File: config.mk
export PLATFORM = sky130hd
export DESIGN_NAME = div_mse_monitor_flat
export DESIGN_NICKNAME = d
export VERILOG_FILES = /design/src/rtl/div_mse_monitor_if.sv /design/src/rtl/div_mse_monitor.sv /design/src/flat_wrapper.sv
export SDC_FILE = /design/constraint.sdc
export NUM_CORES = 1
export LEC_CHECK = 0
export ABC_AREA = 0
export CAP_MARGIN = 20
export CORE_MARGIN = 2
export CORE_UTILIZATION = 56
export CTS_CLUSTER_DIAMETER = 150
export DETAILED_ROUTE_END_ITERATION = 6
export HOLD_SLACK_MARGIN = 0.05
export PLACE_DENSITY_LB_ADDON = 0.15
export SYNTH_ARGS = -nofsm -noshare
export SYNTH_HDL_FRONTEND = slang
export SYNTH_SLANG_ARGS = --single-unit
File: constraint.sdc
create_clock -name clk -period 7.63 [get_ports clk]
set_input_delay 1.1445 -clock clk [delete_from_list [all_inputs] [get_ports clk]]
set_output_delay 1.1445 -clock clk [all_outputs]
set_load 0.02 [all_outputs]
File: src/rtl/div_mse_monitor_if.sv
// Sample channel from the approximate divider into the MSE monitor:
// operand pair plus the approximate quotient/remainder, valid/ready handshake.
interface div_mse_monitor_if;
  logic        in_valid;
  logic        in_ready;
  logic [15:0] n;
  logic [7:0]  d;
  logic [7:0]  q_apx;
  logic [7:0]  r_apx;

  modport master (output in_valid, n, d, q_apx, r_apx, input in_ready);
  modport slave  (input in_valid, n, d, q_apx, r_apx, output in_ready);
endinterface

File: src/rtl/div_mse_monitor.sv
// Error monitor for the 16/8 approximate divider: recomputes the exact result with a
// bit-serial restoring divider and accumulates squared/max quotient error and remainder mismatches.
module div_mse_monitor #(
  parameter int unsigned ACC_W = 40,
  parameter int unsigned CNT_W = 24
) (
  input  logic             clk,
  input  logic             rst,
  input  logic             clear,
  div_mse_monitor_if.slave smp,
  output logic             res_valid,
  output logic             busy,
  output logic [ACC_W-1:0] sum_sq_err,
  output logic [CNT_W-1:0] sample_cnt,
  output logic [CNT_W-1:0] oor_cnt,
  output logic [CNT_W-1:0] r_mis_cnt,
  output logic [7:0]       max_abs_err,
  output logic             acc_sat
);

  localparam int unsigned ACC_XW = ACC_W + 1;

  typedef enum logic [1:0] {
    IDLE = 2'd0,
    DIV  = 2'd1,
    ACC  = 2'd2
  } state_t;

  state_t state, state_nxt;

  logic [7:0] n_lo;
  logic [7:0] d_r;
  logic [7:0] q_apx_r;
  logic [7:0] r_apx_r;
  logic [7:0] rem;
  logic [7:0] q_ex;
  logic [2:0] iter;

  logic             accept_c;
  logic             oor_c;
  logic [8:0]       shifted;
  logic [8:0]       sub;
  logic             take;
  logic [7:0]       rem_nxt;
  logic [8:0]       err;
  logic [7:0]       abs_err;
  logic [15:0]      sq;
  logic [ACC_W:0]   sum_ext;
  logic             sum_ovf;
  logic [ACC_W-1:0] sum_nxt;

  function automatic logic [CNT_W-1:0] sat_inc(input logic [CNT_W-1:0] c);
    return (&c) ? c : c + CNT_W'(1);
  endfunction

  assign smp.in_ready = (state == IDLE) && !clear;
  assign busy         = (state != IDLE);
  assign accept_c     = smp.in_valid && smp.in_ready;
  // The quotient only fits 8 bits when the dividend's upper byte is below the divisor.
  assign oor_c        = (smp.d == 8'd0) || (smp.n[15:8] >= smp.d);

  // One restoring-division step and the error terms used on the ACC edge
  always_comb begin
    shifted = {rem, n_lo[7]};
    sub     = shifted - {1'b0, d_r};
    take    = (shifted >= {1'b0, d_r});
    rem_nxt = take ? 8'(sub) : 8'(shifted);
    err     = {1'b0, q_apx_r} - {1'b0, q_ex};
    abs_err = err[8] ? 8'(-err) : err[7:0];
    sq      = 16'(abs_err) * 16'(abs_err);
    sum_ext = {1'b0, sum_sq_err} + ACC_XW'(sq);
    sum_ovf = sum_ext[ACC_W];
    sum_nxt = sum_ovf ? '1 : sum_ext[ACC_W-1:0];
  end

  // State register
  always_ff @(posedge clk or posedge rst) begin
    if (rst) state <= IDLE;
    else     state <= state_nxt;
  end

  // Next-state logic; clear aborts any in-flight sample
  always_comb begin
    state_nxt = state;
    case (state)
      IDLE:    if (accept_c && !oor_c) state_nxt = DIV;
      DIV:     if (iter == 3'd7) state_nxt = ACC;
      ACC:     state_nxt = IDLE;
      default: state_nxt = IDLE;
    endcase
    if (clear) state_nxt = IDLE;
  end

  // Sample capture and bit-serial exact division
  always_ff @(posedge clk or posedge rst) begin
    if (rst) begin
      n_lo    <= '0;
      d_r     <= '0;
      q_apx_r <= '0;
      r_apx_r <= '0;
      rem     <= '0;
      q_ex    <= '0;
      iter    <= '0;
    end else if (state == IDLE) begin
      if (accept_c && !oor_c) begin
        n_lo    <= smp.n[7:0];
        d_r     <= smp.d;
        q_apx_r <= smp.q_apx;
        r_apx_r <= smp.r_apx;
        rem     <= smp.n[15:8];
        q_ex    <= '0;
        iter    <= '0;
      end
    end else if (state == DIV) begin
      rem  <= rem_nxt;
      n_lo <= {n_lo[6:0], 1'b0};
      q_ex <= {q_ex[6:0], take};
      iter <= iter + 3'd1;
    end
  end

  // Statistics; clear wins over any update in the same cycle
  always_ff @(posedge clk or posedge rst) begin
    if (rst) begin
      res_valid   <= 1'b0;
      sum_sq_err  <= '0;
      sample_cnt  <= '0;
      oor_cnt     <= '0;
      r_mis_cnt   <= '0;
      max_abs_err <= '0;
      acc_sat     <= 1'b0;
    end else if (clear) begin
      res_valid   <= 1'b0;
      sum_sq_err  <= '0;
      sample_cnt  <= '0;
      oor_cnt     <= '0;
      r_mis_cnt   <= '0;
      max_abs_err <= '0;
      acc_sat     <= 1'b0;
    end else begin
      res_valid <= (state == ACC);
      if (accept_c && oor_c) oor_cnt <= sat_inc(oor_cnt);
      if (state == ACC) begin
        sum_sq_err <= sum_nxt;
        if (sum_ovf) acc_sat <= 1'b1;
        sample_cnt <= sat_inc(sample_cnt);
        if (r_apx_r != rem) r_mis_cnt <= sat_inc(r_mis_cnt);
        if (abs_err > max_abs_err) max_abs_err <= abs_err;
      end
    end
  end

endmodule
File: src/flat_wrapper.sv
// flat-port wrapper written by rule: the top's interface ports become plain ports
module div_mse_monitor_flat 
#(
  parameter int unsigned ACC_W = 40,
  parameter int unsigned CNT_W = 24
)
  (clk, rst, clear, res_valid, busy, sum_sq_err, sample_cnt, oor_cnt, r_mis_cnt, max_abs_err, acc_sat, smp_in_valid, smp_n, smp_d, smp_q_apx, smp_r_apx, smp_in_ready);
  div_mse_monitor_if smp_i ();
  input  logic clk;
  input  logic rst;
  input  logic clear;
  output logic res_valid;
  output logic busy;
  output logic [ACC_W-1:0] sum_sq_err;
  output logic [CNT_W-1:0] sample_cnt;
  output logic [CNT_W-1:0] oor_cnt;
  output logic [CNT_W-1:0] r_mis_cnt;
  output logic [7:0] max_abs_err;
  output logic acc_sat;
  input wire logic [$bits(smp_i.in_valid)-1:0] smp_in_valid;
  input wire logic [$bits(smp_i.n)-1:0] smp_n;
  input wire logic [$bits(smp_i.d)-1:0] smp_d;
  input wire logic [$bits(smp_i.q_apx)-1:0] smp_q_apx;
  input wire logic [$bits(smp_i.r_apx)-1:0] smp_r_apx;
  output wire logic [$bits(smp_i.in_ready)-1:0] smp_in_ready;
  assign smp_i.in_valid = smp_in_valid;
  assign smp_i.n = smp_n;
  assign smp_i.d = smp_d;
  assign smp_i.q_apx = smp_q_apx;
  assign smp_i.r_apx = smp_r_apx;
  assign smp_in_ready = smp_i.in_ready;
  div_mse_monitor #(.ACC_W(ACC_W), .CNT_W(CNT_W)) u_core (.clk(clk), .rst(rst), .clear(clear), .smp(smp_i), .res_valid(res_valid), .busy(busy), .sum_sq_err(sum_sq_err), .sample_cnt(sample_cnt), .oor_cnt(oor_cnt), .r_mis_cnt(r_mis_cnt), .max_abs_err(max_abs_err), .acc_sat(acc_sat));
endmodule
# --- Yosys cells after proc, flatten, opt, wreduce, memory -nomap -nowiden ---
# Cells that the tools add are included.
totals:
  ff_bits: 175
  inputBits: 44
  out_inout_bits: 124
  wordCells: 102
classes:
  n_addsub: 8
  multipliers: 1
  magnitude_cmp: 3
  n_eq_ne: 10
  mux: 38
  reduce_logical: 27
op_table:
  columns: ["cell", "n"]
  rows:
  - ["2-to-1 mux 24 bit", 10]
  - ["2-to-1 mux 40 bit", 3]
  - ["2-to-1 mux 8 bit", 14]
  - ["adder 24 x 1 -> 24 bit, second input constant", 3]
  - ["AND reduction 24 bit", 3]
  - ["adder 40 x 16 -> 41 bit", 1]
  - ["multiplier 8 x 8 -> 16 bit", 1]
  - ["AND reduction 2 bit", 7]
  - ["nonzero test 2 bit", 7]
  - [">= comparator 9 x 8 -> 1 bit", 1]
  - ["2-to-1 mux 3 bit", 3]
  - ["subtractor 8 x 8 -> 9 bit", 1]
  - [">= comparator 8 bit", 1]
  - ["> comparator 8 bit", 1]
  - ["logical NOT 8 bit", 1]
  - ["!= test 2 bit, second input constant", 4]
  - ["!= test 8 bit", 1]
  - ["negation 8 bit", 1]
  - ["subtractor 8 bit", 1]
  - ["2-to-1 mux 2 bit", 3]
  - ["logical AND 1 bit", 4]
  - ["2-to-1 mux 1 bit", 4]
  - ["case mux 2 bit (2 select lines)", 1]
  - ["adder 3 x 1 -> 3 bit, second input constant", 1]
  - ["other kinds (9)", 10]

# --- Depth between registers and ports, before layout ---
depth:
  ltp_word: 8
  ltp_mapped: 32
  mapped_depth_nobuf: 31

# --- Worst setup path after synthesis ---
# No wires, ideal clock.
synth_timing:
  path_kind: "reg-to-reg"
  from: "register u_core.q_apx_r[0]"
  to: "register u_core.sum_sq_err[15]"
  setup_time_ps: 137
  t_arrival_ps: 6465
  required_ps: 7493
  slack_ps: 1028
  stages_incl_launch_ff: 31
  path_buffers: 3
  synth_period_minus_slack_ps: 6602
  path_cell_list: "dfrtp_1 -> inv_1 -> ha_1 -> inv_1 -> fa_1 -> a211oi_1 -> o21bai_1 -> a21oi_1 -> a21oi_1 -> mux2i_1 -> inv_1 -> nand2_1 -> fa_1 -> inv_1 -> fa_1 -> ha_1 -> inv_1 -> fa_1 -> inv_1 -> ha_1 -> a21o_1 -> a21oi_1 -> nor2b_1 -> o31a_1 -> o211ai_1 -> a21o_1 -> buf_2 -> or3_1 -> clkbuf_1 -> clkbuf_1 -> a21oi_1"
synth_between:
  elab_chain_cells: 8
synth_rtl:
  columns: ["element", "line", "source"]
  rows:
  - ["from (decl)", "div_mse_monitor.sv:33", "logic [7:0] q_apx_r;"]
  - ["from (signal assigned)", "div_mse_monitor.sv:108", "q_apx_r <= smp.q_apx;"]
  - ["subtractor 8 x 8 -> 9 bit *", "div_mse_monitor.sv:68", "err = {1'b0, q_apx_r} - {1'b0, q_ex};"]
  - ["negation 8 bit", "div_mse_monitor.sv:69", "abs_err = err[8] ? 8'(-err) : err[7:0];"]
  - ["2-to-1 mux 8 bit *", "div_mse_monitor.sv:69", null]
  - ["multiplier 8 x 8 -> 16 bit *", "div_mse_monitor.sv:70", "sq = 16'(abs_err) * 16'(abs_err);"]
  - ["adder 40 x 16 -> 41 bit *", "div_mse_monitor.sv:71", "sum_ext = {1'b0, sum_sq_err} + ACC_XW'(sq);"]
  - ["2-to-1 mux 40 bit *", "div_mse_monitor.sv:73", "sum_nxt = sum_ovf ? '1 : sum_ext[ACC_W-1:0];"]
  - ["2-to-1 mux 40 bit *", "div_mse_monitor.sv:143", "if (state == ACC) begin"]
  - ["2-to-1 mux 40 bit *", "div_mse_monitor.sv:132", "end else if (clear) begin"]
  - ["to (signal assigned)", "div_mse_monitor.sv:144", "sum_sq_err <= sum_nxt;"]
  - ["to (decl)", "div_mse_monitor.sv:13", "output logic [ACC_W-1:0] sum_sq_err,"]
# Every way passes the cells marked *; elsewhere a longest branch is shown, timed or not. The select of a mux whose other input is x is not followed.
# A chain may end at the register's enable or synchronous reset.

# --- Worst setup path after layout ---
layout_timing:
  from: "register u_core.q_apx_r[0]"
  to: "register u_core.sum_sq_err[27]"
# Same word-level chain as after synthesis.

==> impl_metrics.tcl <==
set metrics [dict create \
    cp-start-kind "flip-flop" \
    antenna_found_initial 0 \
    synth_top_family_by_area "simple AND/OR/NAND/NOR gates" \
    grt_pass1_vias 9239 \
    tightestPinTransition_ns 1.03 \
    placed_area_um2 13700 \
    design.core.area_um2 20800 \
    drc 0 \
    syn_avg_cell_area_um2 9.31 \
    fin_nets 1584 \
    status "completed" \
    min_path_type "reg2reg" \
    max_slew_margin 0.312 \
    wire_per_inst_um 16.4 \
    cts-buffers-inserted 17 \
    post-route-util 0.688 \
    arrival_ns 7.59 \
    synth_edf_count 0 \
    criticalPathCategory "reg2reg" \
    areaGrowthSynthToFinish_pct 21.5 \
    min_period_ns 7.24 \
    async_flop_share 1.00 \
    synth.distinct_cells 72 \
    portBuffers 167 \
    synth-xor-area-share 0.0753 \
    die_h_um 149 \
    synth.yosys.seq_area_share 0.371 \
    clk_latency_ns 0.43 \
    dpl_worst_slack_ns 0.411 \
    endpoint_kind "flip-flop" \
    grt_usage 0.257 \
    grt_pass1_wl_um 45800 \
    synth_mux_area_frac 0.0427 \
    ant_nets 0 \
    report.final.setup_viol 0 \
    drt_pass1_iterations 4 \
    drv_slew 0 \
    cts_setup_buffers 0 \
    htree_levels 4 \
    maxCapViolations 0 \
    cts_tree "done" \
    initial_core_util 0.567 \
    hold_violations 0 \
    vias 9499 \
    setup_slack_ns 0.393 \
    grt_start_max_net_pins 109 \
    critical_path_peak_fanout 8 \
    viasPerCell 5.56 \
    drtIter0Drc 474 \
    clk_path_buf_depth 2 \
    die_x_um 149 \
    hpwl_um 19900 \
    syn_area_um2 11800 \
    max_freq_mhz 138 \
    worstPathRequired_ns 7.98 \
    gp_congestion 0.837 \
    synth_seq_cells 175 \
    finClkSkew_ns 0.0144 \
    routed_wl_um 28000 \
    cts_hold_buf 0 \
    n_antenna_cell 0 \
    grt_overflow 0 \
    synthFlopType "dfrtp_1" \
    fill_cells 1655 \
    num_rows 53 \
    drive_gt1_frac 0.0669 \
    syn-num-nets 1431 \
    whs_ns 0.487 \
    dieArea_um2 22300 \
    clock-sinks 175 \
    synth_cells 1268 \
    ys_warn_count 0 \
    synthSimpleGateAreaFrac 0.164 \
    cts_root_buffer "clkbuf_16" \
    finalInstanceArea_um2 14300 \
    synthAdderAreaFrac 0.151 \
    period_share 0.949 \
    ios 168 \
    synth_compound_area_frac 0.135 \
    clkSlewWorstSetupHoldPaths_ns 0.08 \
]
-- state kept, by name, indices dropped and copies added (netlist names), 24 cells and up --
name and flops:
u_core.sample_cnt 24, u_core.sum_sq_err 40, u_core.oor_cnt 24, u_core.r_mis_cnt 24
-- cells in the mapped netlist (3+ instances only) --
| library cell | number | share of area |
|---|---|---|
| or2_2 | 4 | 0.0021 |
| nand2_1 | 86 | 0.027 |
| a21o_1 | 14 | 0.0089 |
| inv_1 | 135 | 0.043 |
| o211ai_1 | 3 | 0.0019 |
| xor2_1 | 46 | 0.034 |
| clkbuf_1 | 30 | 0.0095 |
| o21a_1 | 11 | 0.0070 |
| o31ai_1 | 14 | 0.0089 |
| nand4_1 | 18 | 0.0095 |
| a31oi_1 | 10 | 0.0053 |
| xnor2_1 | 51 | 0.038 |
| mux2_2 | 25 | 0.024 |
| o21ai_0 | 44 | 0.019 |
| fa_1 | 39 | 0.066 |
| and4_1 | 9 | 0.0067 |
| buf_2 | 4 | 0.0017 |
| o21ai_1 | 11 | 0.0047 |
| or3_1 | 14 | 0.0074 |
| or4_1 | 11 | 0.0070 |
| ha_1 | 80 | 0.085 |
| and3_1 | 14 | 0.0074 |
| nor3_1 | 13 | 0.0055 |
| and2_1 | 4 | 0.0021 |
| nand3_1 | 46 | 0.020 |
| nor4_1 | 6 | 0.0032 |
| dfrtp_1 | 175 | 0.37 |
| a21oi_1 | 92 | 0.039 |
| nor2_1 | 142 | 0.045 |
| o22ai_1 | 3 | 0.0016 |
| a21boi_0 | 3 | 0.0019 |
| a211oi_1 | 11 | 0.0070 |
| mux2i_1 | 20 | 0.017 |
| nor2b_1 | 7 | 0.0037 |
| buf_6 | 5 | 0.0048 |
| buf_1 | 4 | 0.0013 |
| a32o_1 | 10 | 0.0085 |
| nand2b_1 | 9 | 0.0048 |
-- final timing paths --
path                                    from                    end  slack [ns]  cells after the start
setup / recovery           u_core.q_apx_r[0]  u_core.sum_sq_err[27]        0.39                     27
hold reg to reg                u_core.d_r[3]          u_core.d_r[3]        0.49                      2
min in group asynchronous                rst   u_core.r_mis_cnt[16]        1.33                      2
max in group asynchronous                rst  u_core.sum_sq_err[10]        4.81                      3
setup reg to reg           u_core.q_apx_r[0]  u_core.sum_sq_err[27]        0.39                     27
hold / removal                 u_core.d_r[3]          u_core.d_r[3]        0.49                      2
-- repair_timing --
item                                   in CTS  in global routing
setup endpoints to repair                   0                 35
gates resized for setup                     0                  6
endpoints found under the hold margin       0                  0
-- metrics by stage --
stage                     TNS, ns  std cells
after global placement          0       1675
after global routing      -0.0106       1709
after detailed placement        0       1675
after CTS                       0       1707
final                           0       1709
after floorplan                 0       1268
-- layout make-up --
class	count	area (um^2)	share of cell area
clock inverter	14	175	0.0122
timing repair buffer	178	1760	0.123
tap	275	344	0.0240
clock buffer	18	429	0.0299
multi-input combinational	913	6730	0.469
sequential	175	4380	0.305
inverter	136	515	0.0360
-- worst max-delay path, cell delays in order, from the launching register on --
cell and delay [ns]:
dfrtp_1 0.37, inv_1 0.05, ha_1 0.15, inv_1 0.05, fa_1 0.40, a211oi_1 0.35
o21bai_1 0.12, a21oi_1 0.26, xnor2_1 0.25, a21o_1 0.22, nand2_1 0.25, nor2_1 0.37
inv_1 0.10, fa_1 0.46, fa_1 0.52, inv_1 0.05, fa_1 0.47, inv_1 0.05
fa_1 0.53, inv_1 0.04, ha_1 0.33, o21ai_0 0.20, a211oi_1 0.41, o31ai_1 0.21
a21o_1 0.29, or3_1 0.35, xor2_1 0.15, a21oi_1 0.15
-- layer usage --
metal,vias to the layer above,share of wire,global-route usage
met1,4609,0.46,0.359
li1,4673,-,-
met2,190,0.47,0.399
met5,-,0,0
met3,27,0.057,0.0661
met4,0,0.014,0.0681
-- logic make-up (layout without fill, tap and decap cells) --
kind of cell	Yosys count	after routing
AO/OA/AOI/OAI	251	251
XOR/XNOR	99	99
adder cells (fa/ha/maj)	119	119
buffers and inverters	180	346
flip-flops	175	175
multiplexers	47	47
AND/OR/NAND/NOR	397	397
-- placed cells by master, fill, tap and decap left out, types with 13 or more instances in the layout --
| cell | instances |
|---|---|
| a21o_1 | 13 |
| a21oi_1 | 92 |
| and3_1 | 14 |
| clkbuf_16 | 17 |
| clkdlybuf4s50_1 | 166 |
| dfrtp_1 | 175 |
| fa_1 | 39 |
| ha_1 | 80 |
| inv_1 | 134 |
| mux2_2 | 25 |
| mux2i_1 | 19 |
| nand2_1 | 86 |
| nand3_1 | 46 |
| nand4_1 | 18 |
| nor2_1 | 140 |
| nor3_1 | 13 |
| o21ai_0 | 44 |
| o31ai_1 | 14 |
| or3_1 | 14 |
| xnor2_1 | 51 |
| xor2_1 | 45 |
Power is not shown: default switching activity piles up to over one toggle a cycle in this logic, so the estimate is an artifact.
